**src/rtl/ex_pkg.sv**
```systemverilog
// Shared definitions for the EX-stage multiply/divide unit: op encoding
// of the HI/LO-class instructions and the sequencer state type.
package ex_pkg;

  localparam logic [2:0] OP_MULT  = 3'd0;
  localparam logic [2:0] OP_MULTU = 3'd1;
  localparam logic [2:0] OP_DIV   = 3'd2;
  localparam logic [2:0] OP_DIVU  = 3'd3;
  localparam logic [2:0] OP_MTHI  = 3'd4;
  localparam logic [2:0] OP_MTLO  = 3'd5;

  typedef enum logic [1:0] {
    IDLE = 2'd0,
    RUN  = 2'd1,
    FIX  = 2'd2
  } state_t;

  // True for the ops that need the iterative datapath (MULT..DIVU)
  function automatic logic is_iterative(input logic [2:0] o);
    return (o <= OP_DIVU);
  endfunction

endpackage

```
**src/rtl/abs_sign.sv**
```systemverilog
// Magnitude and sign extraction of a possibly signed operand; unsigned
// operands pass through untouched with a clear sign flag.
module abs_sign #(
  parameter int W = 32
) (
  input  logic [W-1:0] value,
  input  logic         is_signed,
  output logic [W-1:0] mag,
  output logic         neg
);

  assign neg = is_signed & value[W-1];
  assign mag = neg ? -value : value;

endmodule

```
**src/rtl/ex_muldiv_unit.sv**
```systemverilog
// Multi-cycle multiply/divide unit holding HI/LO. One radix-2 step per
// cycle on magnitudes, followed by a sign-fix cycle that writes HI/LO.
// The multiplier (or dividend) starts in the low half of the accumulator
// and is consumed one bit per step while the result fills in. XLEN >= 4.
module ex_muldiv_unit
  import ex_pkg::*;
#(
  parameter int XLEN = 32
) (
  input  logic            clk,
  input  logic            rst_n,
  input  logic            start,
  input  logic [2:0]      op,
  input  logic [XLEN-1:0] a,
  input  logic [XLEN-1:0] b,
  input  logic            flush,
  output logic            stall_req,
  output logic            busy,
  output logic            done,
  output logic [XLEN-1:0] hi,
  output logic [XLEN-1:0] lo
);

  localparam int CNT_W = $clog2(XLEN);

  state_t            state, next_state;
  logic [CNT_W-1:0]  counter;
  logic [2*XLEN-1:0] acc;
  logic [XLEN-1:0]   opb;
  logic              is_div, neg_res, neg_rem;

  logic [XLEN-1:0]   mag_a, mag_b;
  logic              neg_a, neg_b, op_signed;
  logic              accept, fix_write;

  logic [XLEN:0]     mul_sum, div_shift, div_diff;
  logic [2*XLEN-1:0] step, prod_fix;
  logic [XLEN-1:0]   quo_fix, rem_fix;

  assign op_signed = (op == OP_MULT) || (op == OP_DIV);

  abs_sign #(.W(XLEN)) u_abs_a (
    .value     (a),
    .is_signed (op_signed),
    .mag       (mag_a),
    .neg       (neg_a)
  );

  abs_sign #(.W(XLEN)) u_abs_b (
    .value     (b),
    .is_signed (op_signed),
    .mag       (mag_b),
    .neg       (neg_b)
  );

  // stall_req covers the accept cycle combinationally so EX holds at once
  assign busy      = (state != IDLE);
  assign accept    = (state == IDLE) && start && !flush && is_iterative(op);
  assign stall_req = busy || accept;
  assign fix_write = (state == FIX) && !flush;

  // State register
  always_ff @(posedge clk or negedge rst_n) begin
    if (!rst_n) state <= IDLE;
    else        state <= next_state;
  end

  // Next-state logic; flush wins over everything, including the FIX write
  always_comb begin
    next_state = state;
    case (state)
      IDLE:    if (accept) next_state = RUN;
      RUN:     if (counter == '0) next_state = FIX;
      FIX:     next_state = IDLE;
      default: next_state = IDLE;
    endcase
    if (flush) next_state = IDLE;
  end

  // One radix-2 step: shift-add for multiply, restoring step for divide
  always_comb begin
    mul_sum   = {1'b0, acc[2*XLEN-1:XLEN]} + (acc[0] ? {1'b0, opb} : {(XLEN+1){1'b0}});
    div_shift = {acc[2*XLEN-1:XLEN], acc[XLEN-1]};
    div_diff  = div_shift - {1'b0, opb};
    if (is_div) begin
      if (!div_diff[XLEN]) step = {div_diff[XLEN-1:0], acc[XLEN-2:0], 1'b1};
      else                 step = {div_shift[XLEN-1:0], acc[XLEN-2:0], 1'b0};
    end else begin
      step = {mul_sum, acc[XLEN-1:1]};
    end
  end

  // Sign correction applied in FIX; remainder follows the dividend sign
  always_comb begin
    prod_fix = neg_res ? -acc : acc;
    quo_fix  = neg_res ? -acc[XLEN-1:0] : acc[XLEN-1:0];
    rem_fix  = neg_rem ? -acc[2*XLEN-1:XLEN] : acc[2*XLEN-1:XLEN];
  end

  // Datapath registers, iteration counter, HI/LO and the done pulse
  always_ff @(posedge clk or negedge rst_n) begin
    if (!rst_n) begin
      counter <= '0;
      acc     <= '0;
      opb     <= '0;
      is_div  <= 1'b0;
      neg_res <= 1'b0;
      neg_rem <= 1'b0;
      hi      <= '0;
      lo      <= '0;
      done    <= 1'b0;
    end else begin
      done <= fix_write;
      if (state == IDLE && start && !flush) begin
        if (op == OP_MTHI)      hi <= a;
        else if (op == OP_MTLO) lo <= a;
      end
      if (accept) begin
        acc     <= {{XLEN{1'b0}}, mag_a};
        opb     <= mag_b;
        is_div  <= op[1];
        neg_res <= neg_a ^ neg_b;
        neg_rem <= neg_a;
        counter <= CNT_W'(XLEN - 1);
      end else if (state == RUN) begin
        acc <= step;
        if (counter != '0) counter <= counter - CNT_W'(1);
      end
      if (fix_write) begin
        if (is_div) begin
          hi <= rem_fix;
          lo <= quo_fix;
        end else begin
          hi <= prod_fix[2*XLEN-1:XLEN];
          lo <= prod_fix[XLEN-1:0];
        end
      end
    end
  end

endmodule
```
**config.mk**
```make
export PLATFORM = sky130hd
export DESIGN_NAME = ex_muldiv_unit
export DESIGN_NICKNAME = d
export VERILOG_FILES = /design/src/rtl/ex_pkg.sv /design/src/rtl/abs_sign.sv /design/src/rtl/ex_muldiv_unit.sv
export SDC_FILE = /design/constraint.sdc
export NUM_CORES = 1
export LEC_CHECK = 0
export CAP_MARGIN = 30
export CORE_ASPECT_RATIO = 2
export CORE_UTILIZATION = 64
export DETAILED_ROUTE_END_ITERATION = 7
export PLACE_DENSITY = 0.94
export SYNTH_ARGS = -nofsm -noshare
export SYNTH_HDL_FRONTEND = slang
export SYNTH_SLANG_ARGS = --single-unit
```
**constraint.sdc**
```tcl
create_clock -name clk -period 10.34 [get_ports clk]
set_input_delay 2.585 -clock clk [delete_from_list [all_inputs] [get_ports clk]]
set_output_delay 2.585 -clock clk [all_outputs]
set_load 0.05 [all_outputs]
```
---- After elaboration in Yosys (flattened, before gate mapping) ----
Cells that the tools add are included.
storage, ports and cells
  bits in registers ....................... 171
  bits of input ports ..................... 71
  output and inout bits ................... 67
  logic and storage cells ................. 77
operators by class
  reductions and logical operators ........ 21
  bitwise gates (word level) .............. 3
  eq/ne operators ......................... 8
  $lt $le $gt $ge ......................... 1
  add/subtract/negate cells ............... 8
  muxes and demuxes ....................... 26
operators with widths
  operator             count
  $mux 32              14
  $mux 64              5
  $neg 32->32          4
  $neg 64->64          1
  $add 32x32->33       1
  $sub 33x32->33       1
  $mux 5               3
  $reduce_bool 2->1    6
  $eq 3x3->1 const B   2
  $mux 2               3
  $ne 3x3->1 const B   2
  $reduce_and 2->1     3
  $logic_not 5->1      1
  $reduce_bool 5->1    1
  $sub 5x1->5 const B  1
  $logic_and 1x1->1    4
  $pmux 2 s2           1
  $eq 3x2->1 const B   1
  $le 3x2->1 const B   1
  $logic_not 3->1      1
  $reduce_and 3->1     1
  $and 1x1->1          2
  $eq 2x1->1 const B   1
  $eq 2x2->1 const B   1
  other kinds (5)      6

---- Depth between registers and ports, before layout ----
Gate-level depths: netlist of the first run.
  depth after elaboration ................. 7
  depth in mapped cells ................... 16
  mapped depth without buffers ............ 14

---- Hierarchy ----
Synthesis of the first run repeated with hierarchy kept, for this count alone.
unflattened totals
  cell total of the unflattened synthesis .. 1758
  area, all modules ....................... 14396.3 um^2
modules (own cells, without submodules)
  module          seq. area each (um^2)  times used  cells an instance  area an instance (um^2)
  ex_muldiv_unit  4279.1                 1           1566               13080.0
  abs_sign        0.0                    2           96                 658.1

---- Worst setup path before layout of the first run ----
No wires, ideal clock.
  path type ............................... input -> output
  from .................................... input start
  to ...................................... output stall_req
  setup slack ............................. 3.780 ns
  arrival ................................. 3.975 ns
  required time ........................... 7.755 ns
  stages on the path ...................... 6
  cells stage by stage .................... nor3b_1 nand2b_1 clkbuf_1 clkbuf_1 buf_1 nand2_1
on the way
  longest elaborated chain between the ends .. 4
RTL lines
  item                             RTL line              text
  from (decl)                      ex_muldiv_unit.sv:12  input logic start,
  $logic_and 1x1->1 (3 in series)  ex_muldiv_unit.sv:58  assign accept = (state == IDLE) && start && !flush && is_iterative(op);
  $logic_or 1x1->1                 ex_muldiv_unit.sv:59  assign stall_req = busy || accept;
  to (decl)                        ex_muldiv_unit.sv:17  output logic stall_req,
Every way passes these cells.

---- Worst setup path after layout of the first run ----
  from .................................... input flush
  to ...................................... output stall_req
on the way
  longest elaborated chain between the ends .. 4
RTL lines
  item                             RTL line              text
  from (decl)                      ex_muldiv_unit.sv:16  input logic flush,
  $logic_not 1->1                  ex_muldiv_unit.sv:58
  $logic_and 1x1->1 (2 in series)  ex_muldiv_unit.sv:58
  $logic_or 1x1->1                 ex_muldiv_unit.sv:59
Every way passes these cells.

==> reports/results.ini, run 1 <==
[worst_setup_path]
crit_arrival_ps=5550
r2r-start=acc[31]
rrSetupSlack_ps=5860
required_ps=7760
cp-end-kind=output port
reg2reg_to=acc[47]
crit_type=input pin to output port
crit_fanout=61
r2r_cells=15
critical_path.startpoint_type=input pin

[clocking]
cts_buffers=17
clock_sinks=171
cts_tree=built
cts-resized-gates=0
htree_levels=4
cts_setup_buffers=0
clk_path_buf_depth=2
cts_hold_buf=0
root_buffer=clkbuf_16
insertion_delay_ps=460
path_clk_slew_ps=60

[pwr]
power_density_nw_per_um2=277.4
p_comb_frac=0.602
p_int_uw=2294
vdd_drop_max_mv=0.1703
netSwitchingFraction=0.5011
net-switching-power_uw=2304
p_seq_frac=0.261
leakage_uw=0.006961
clkPwrFrac=0.137

[die]
io_pins=138
die_y_um=214.8
rows=77
initial_utilization=0.6539
dieArea_um2=23280
core_area_um2=22160
die_x_um=108.4

[drt]
ant_nets=0
first_pass_iters=6
via_count=14790
wirelength_um=45800
drc=0
avgViaCountPerCell=6.794
wl_per_cell_um=21.04
first_iter_violations=1265

[yosys]
synth_nets=1954
synth_seq_area_share=0.2953
synth_largest_area_cell=dfrtp_1
synth_seq_cells=171
synthArstFlopShare=1.000
yosys_warnings=0
synth_commonest_cells=nand2_1 (228), o21ai_0 (228), dfrtp_1 (171), nor2_1 (122), xnor2_1 (113)
synth.area.top_cells=dfrtp_1 (30%), o21ai_0 (7.9%), mux2i_1 (6.8%)
synth_edf_count=0
ys.flop_type=dfrtp_1
synth_cell_types=81
avgSynthCellArea_um2=8.001
netlist_area_um2=14490
netlist_instances=1811
synth_top_area_share=0.2953

[timing]
finalHoldViolations=0
finalSetupTns_ps=0
slew_headroom=0.2686
tightest_slew_ps=1096
fmax_mhz=123.0
layout_worst_path_cycle_share=0.7865
setup_viol=0
slew_viol_final=0
fin_crit_ps=8133
rsz0062_at_grt=no
skew_ps=9.132

[global_route]
grt_pass1_wl_um=73910
grt_start_max_net_pins=114
grt_pass1_vias=14850
antenna_found_initial=0
grt-ovfl-total=0
grtUsageTotal=0.4106

[final_layout]
drive_above_1_share=0.04261
layout.nets=2031
area_growth_syn_to_layout_pct=14.36
fillerInstances=1637
antenna-diode-count=0
final_util=0.7478

[hold_path]
hold_start=opb[21]
hold_end=opb[21]
whs_path_depth=2
hold_path_class=flop to flop

[place]
dpl.hpwl_um=33290
place_congestion=1.050
portBuffers=137

[run]
cap_violations=0

[outcome]
outcome=finished clean

-- cell families after synthesis --
family,Yosys count,share of synthesized area
AOI/OAI and AO/OA,559,0.2352
xor gates and xnor gates,170,0.1028
adders and majority gates,72,0.06321
buffers and inverters,176,0.04810
DFF,171,0.2953
muxes,101,0.06994
and+or+nand+nor,562,0.1855
-- placed cells by master, fill, tap and decap left out, drive strengths merged, types with 17 or more instances in the layout --
| master | instances |
|---|---|
| o21ai | 236 |
| nand2 | 228 |
| dfrtp | 171 |
| clkdlybuf4s50 | 136 |
| nor2 | 124 |
| xnor2 | 113 |
| a21oi | 109 |
| mux2i | 99 |
| inv | 76 |
| ha | 70 |
| xor2 | 57 |
| o211ai | 39 |
| nor3 | 38 |
| nand3 | 32 |
| a21o | 28 |
| nor4 | 23 |
| clkbuf | 23 |
| buf | 22 |
| a31oi | 19 |
| nand2b | 19 |
| or3 | 19 |
| o31ai | 18 |
| nor2b | 18 |
| a211oi | 17 |
-- state kept, by name (all words and copies together) (netlist names) --
register  cells
acc          64
hi           32
lo           32
opb          32
counter       5
state         2
done          1
is_div        1
neg_rem       1
neg_res       1
-- per-stage QoR --
stage	setup WS (ps)	hold slack, ps	power [uW]	cell area [um^2]	instances
floorplan	3780	449.8	3095	14490	1811
global placement	2401	460.7	3809	15980	2143
detailed placement	2294	470.2	3893	16010	2144
CTS	2288	484.2	4535	16570	2176
global route	2133	504.2	4870	16570	2177
finish	2207	479.8	4597	16570	2177
-- routing by layer --
metal / track usage / part of all wire / vias to the layer above
li1: - / - / 6667
met1: 0.4219 / 0.33 / 6925
met2: 0.7011 / 0.51 / 902
met3: 0.08280 / 0.074 / 297
met4: 0.3378 / 0.089 / 0
met5: 0 / 0 / -
-- power groups by stage --
stage	Clock [uW]	Combinational [uW]	Sequential, uW
after floorplan	0	1690	1410
after global placement	0	2630	1180
after detailed placement	0	2700	1190
after CTS	627	2730	1180
after global routing	656	3000	1220
final	630	2770	1200
-- worst max-delay path, cell delays in order --
cell	delay [ps]
clkdlybuf4s50_1	470
nor3b_1	900
nand2b_4	570
nand2_1	200
clkdlybuf4s50_1	820
-- layout make-up --
| cell class | count | area [um^2] | area share |
|---|---|---|---|
| clock buffer | 22 | 464.2 | 0.02801 |
| tap | 276 | 345.3 | 0.02084 |
| clock inverter | 10 | 90.09 | 0.005436 |
| sequential | 171 | 4280 | 0.2583 |
| timing repair buffer | 159 | 1555 | 0.09385 |
| multi-input combinational | 1464 | 9554 | 0.5766 |
| inverter | 75 | 281.5 | 0.01699 |
-- worst max path at each step --
stage / start / to / slack, ps / depth (start not counted)
after global placement: flush / stall_req / 2400 / 5
after floorplan: start / stall_req / 3780 / 6
final: flush / stall_req / 2210 / 5
after CTS: flush / stall_req / 2290 / 5
after detailed placement: flush / stall_req / 2290 / 5
after global routing: flush / stall_req / 2130 / 5
No activity file was read; power rests on OpenSTA's default activity.
==> run 2, diff against run 1 <==
CORE_UTILIZATION = 54   (was 64)
PLACE_DENSITY = 0.85   (was 0.94)
clock period = 7.4 ns   (was 10.34 ns; I/O delays follow)
==> reports/results.ini, run 2 (same netlist as run 1, synthesis figures left out) <==
[worst_setup_path]
critical_path.startpoint_type=input pin
crit_fanout=5
cp_slowest_cell=clkdlybuf4s50_1
max_stage_delay_ps=810
cp-end-kind=output port
crit_arrival_ps=4100
crit_type=input pin to output port
path_cells=clkdlybuf4s50_1, nor3b_1, nand2b_4, nand2_1, clkdlybuf4s50_1
cpMostUsedCell=clkdlybuf4s50_1
required_ps=5550

[die]
initial_utilization=0.5515
dieArea_um2=27530
die_x_um=117.8
core_area_um2=26280
die_y_um=233.7
rows=84
io_pins=138

[clocking]
cts-resized-gates=0
htree_levels=4
cts_tree=built
cts_buffers=17
insertion_delay_ps=460
root_buffer=clkbuf_16
clock_sinks=171
cts_hold_buf=0
cts_setup_buffers=0
path_clk_slew_ps=70
clk_path_buf_depth=2

[place]
place_congestion=0.9995
portBuffers=137
dpl.hpwl_um=34360
preCtsSetupSlack_ps=1446

[hold_path]
hold_path_class=flop to flop

[final_layout]
largest_reg_flops=64
drive_above_1_share=0.04569
regMostFlops=acc
antenna-diode-count=0
area_growth_syn_to_layout_pct=15.47
layout.nets=2034
layout_common_cells=nand2_1 (228), o21ai_0 (228), dfrtp_1 (170)

[pwr]
p_int_uw=3279
netSwitchingFraction=0.4975
leakage_uw=0.006984
vdd_drop_max_mv=0.1974
p_seq_frac=0.257
net-switching-power_uw=3247
power_density_nw_per_um2=390.0
p_comb_frac=0.596
power_uw=6526
clkPwrFrac=0.147

[timing]
slew_headroom=0.2935
finalHoldViolations=0
fin_crit_ps=5950
slew_viol_final=0
layout_worst_path_cycle_share=0.8041
tightest_slew_ps=1046
skew_ps=11.79
finalSetupTns_ps=0
final.setup.worst_slack_ps=1450
setup_viol=0
rsz0062_at_grt=no
fmax_mhz=168.1

[drt]
wl_per_cell_um=20.48
first_iter_violations=1324
first_pass_iters=8
avgViaCountPerCell=6.419
via_count=14430
wirelength_um=46050
ant_nets=0
drc=0

[global_route]
grt_start_max_net_pins=94
grt_pass1_vias=14160
antenna_found_initial=0
grt-ovfl-total=0
grtUsageTotal=0.3386
grt_pass1_wl_um=72550

[outcome]
outcome=finished clean

[run]
cap_violations=0

-- run 2: through the flow --
stage / hold WS, ps / std cells / area (um^2) / utilization
after floorplan: 449.8 / 1811 / 14490 / -
after global placement: 461.2 / 2214 / 16090 / 0.6125
after detailed placement: 469.8 / 2215 / 16110 / 0.6131
after CTS: 484.5 / 2247 / 16730 / 0.6366
after global routing: 508.4 / 2248 / 16730 / 0.6368
final: 480.5 / 2248 / 16730 / 0.6368
-- run 2: worst max-delay path: cells and delay by family --
family / cells / cell delay (ps)
buffers and inverters: 2 / 1280
AND/OR/NAND/NOR: 3 / 970
-- run 2: power by group through the flow --
stage                     sequential, uW  clock [uW]  combinational, uW
after global routing                1710         995               4200
after global placement              1660           0               3730
after detailed placement            1670           0               3800
after CTS                           1660         959               3820
after floorplan                     1970           0               2360
final                               1680         960               3890
-- run 2: metal layers --
layer,share of wire,vias up,wire length [um],GRT usage
met3,0.052,251,2389,0.04614
met4,0.085,0,3917,0.2885
met5,0,-,0,0
li1,-,6670,-,-
met2,0.52,675,23890,0.6180
met1,0.34,6834,15850,0.3365
-- run 2: worst paths after layout --
kind | startpoint | to | slack, ps | cells after the start
min in group asynchronous | rst_n | lo[5] | 1340 | 1
worst min register to register | opb[11] | opb[11] | 480 | 2
max in group asynchronous | rst_n | is_div | 4630 | 2
worst min-delay path | opb[11] | opb[11] | 480 | 2
worst max register to register | acc[31] | acc[47] | 2900 | 15
worst max-delay path | flush | stall_req | 1450 | 5
-- run 2: final cells by class --
type | instances | area [um^2]
clock inverter | 13 | 165.2
inverter | 75 | 281.5
multi-input combinational | 1464 | 9554
clock buffer | 19 | 452.9
fill | 2265 | 9543
sequential | 171 | 4283
timing repair buffer | 162 | 1565
tap | 344 | 430.4
==> run 3, diff against run 2 <==
clock period = 5.1 ns   (was 7.4 ns; I/O delays follow)
==> reports/results.ini, run 3 (same netlist as run 1, synthesis figures left out) <==
[drt]
wl_per_cell_um=21.26
wirelength_um=47870
avgViaCountPerCell=6.500
first_iter_violations=1454
first_pass_iters=6
via_count=14630
ant_nets=0
drc=0

[place]
place_congestion=0.9877
portBuffers=137
dpl.hpwl_um=35630

[global_route]
antenna_found_initial=0
grtUsageTotal=0.3541
grt_pass1_vias=14560
grt-ovfl-total=0
grt_pass1_wl_um=75820
grt_start_max_net_pins=130

[die]
io_pins=138
initial_utilization=0.5515
rows=84
die_x_um=117.8
dieArea_um2=27530
die_y_um=233.7
core_area_um2=26280

[timing]
fin_crit_ps=4235
rsz0062_at_grt=no
slew_headroom=0.3277
finalHoldViolations=0
skew_ps=10.61
fmax_mhz=236.1
finalSetupTns_ps=0
setup_viol=0
layout_worst_path_cycle_share=0.8304
slew_viol_final=0
tightest_slew_ps=1008

[pwr]
leakage_uw=0.007023
power_density_nw_per_um2=567.2
power_uw=9515
vdd_drop_max_mv=0.2860

[clocking]
cts_hold_buf=0
path_clk_slew_ps=70
clk_path_buf_depth=2
cts_setup_buffers=0
cts_buffers=17
cts_tree=built
clock_sinks=171
cts-resized-gates=0
htree_levels=4
root_buffer=clkbuf_16
insertion_delay_ps=480

[final_layout]
area_growth_syn_to_layout_pct=15.77
layout_common_cells=nand2_1 (228), o21ai_0 (228), dfrtp_1 (170)
regMostFlops=acc
fillerInstances=2289
layout.nets=2037
drive_above_1_share=0.04667
antenna-diode-count=0
largest_reg_flops=64

[run]
cap_violations=0

[worst_setup_path]
crit_type=flop to flop
cp-end-kind=flop
crit_fanout=25
r2r-start=acc[0]
worstSetupStartpoint=acc[0]
required_ps=5460
critical_path.startpoint_type=flop
crit_arrival_ps=4590

[hold_path]
hold_path_class=flop to flop
hold_start=opb[19]

[outcome]
outcome=finished clean

## run 3: area by class of cell
| cell class | instances | area [um^2] | share of cell area |
|---|---|---|---|
| clock buffers | 19 | 432.9 | 0.02581 |
| clock inverters | 13 | 167.7 | 0.009995 |
| inverters | 75 | 281.5 | 0.01678 |
| multi-input cells | 1464 | 9554 | 0.5696 |
| flip-flops and latches | 171 | 4283 | 0.2553 |
| well taps | 344 | 430.4 | 0.02566 |
| repair buffers | 165 | 1625 | 0.09689 |
## run 3: path summary, 6_finish.rpt
kind,to,slack [ps],cells past startpoint
max,acc[62],860,14
min,opb[19],480,2
max reg2reg,acc[62],860,14
min reg2reg,opb[19],480,2
max in group asynchronous,opb[29],3250,2
min in group asynchronous,lo[5],860,1
## run 3: per-stage QoR
stage	cells	hold WS, ps	setup slack (ps)	util	cell area, um^2
finish	2251	479.9	864.8	0.6384	16770
floorplan	1811	449.8	1160	-	14490
CTS	2251	484.9	977.1	0.6384	16770
global route	2251	498.4	632.4	0.6384	16770
global placement	2218	461.5	622.6	0.6150	16160
detailed placement	2219	469.9	574.4	0.6156	16170
## run 3: per-layer routing
layer / global-route usage / vias to the layer above / wire length [um]
met5: 0 / - / 0
met4: 0.2937 / 0 / 4007
met3: 0.05566 / 294 / 2808
met2: 0.6438 / 736 / 24970
met1: 0.3526 / 6926 / 16080
li1: - / 6675 / -
## run 3: report_power, final
part	internal, uW	switching (uW)
combinational	2180	3490
sequential	1790	672
clock	774	602
## run 3: worst max-delay path, cell delays in order, from the launching register on
cell and delay [ps]:
dfrtp_1 470, inv_1 230, buf_4 370, nor2_1 90, ha_1 250, a211oi_1 340, o21ai_0 180, a221oi_2 450
o21ai_1 240, a31o_2 350, a31oi_1 370, o311ai_1 180, a21oi_1 210, xnor2_1 80, a221o_1 310
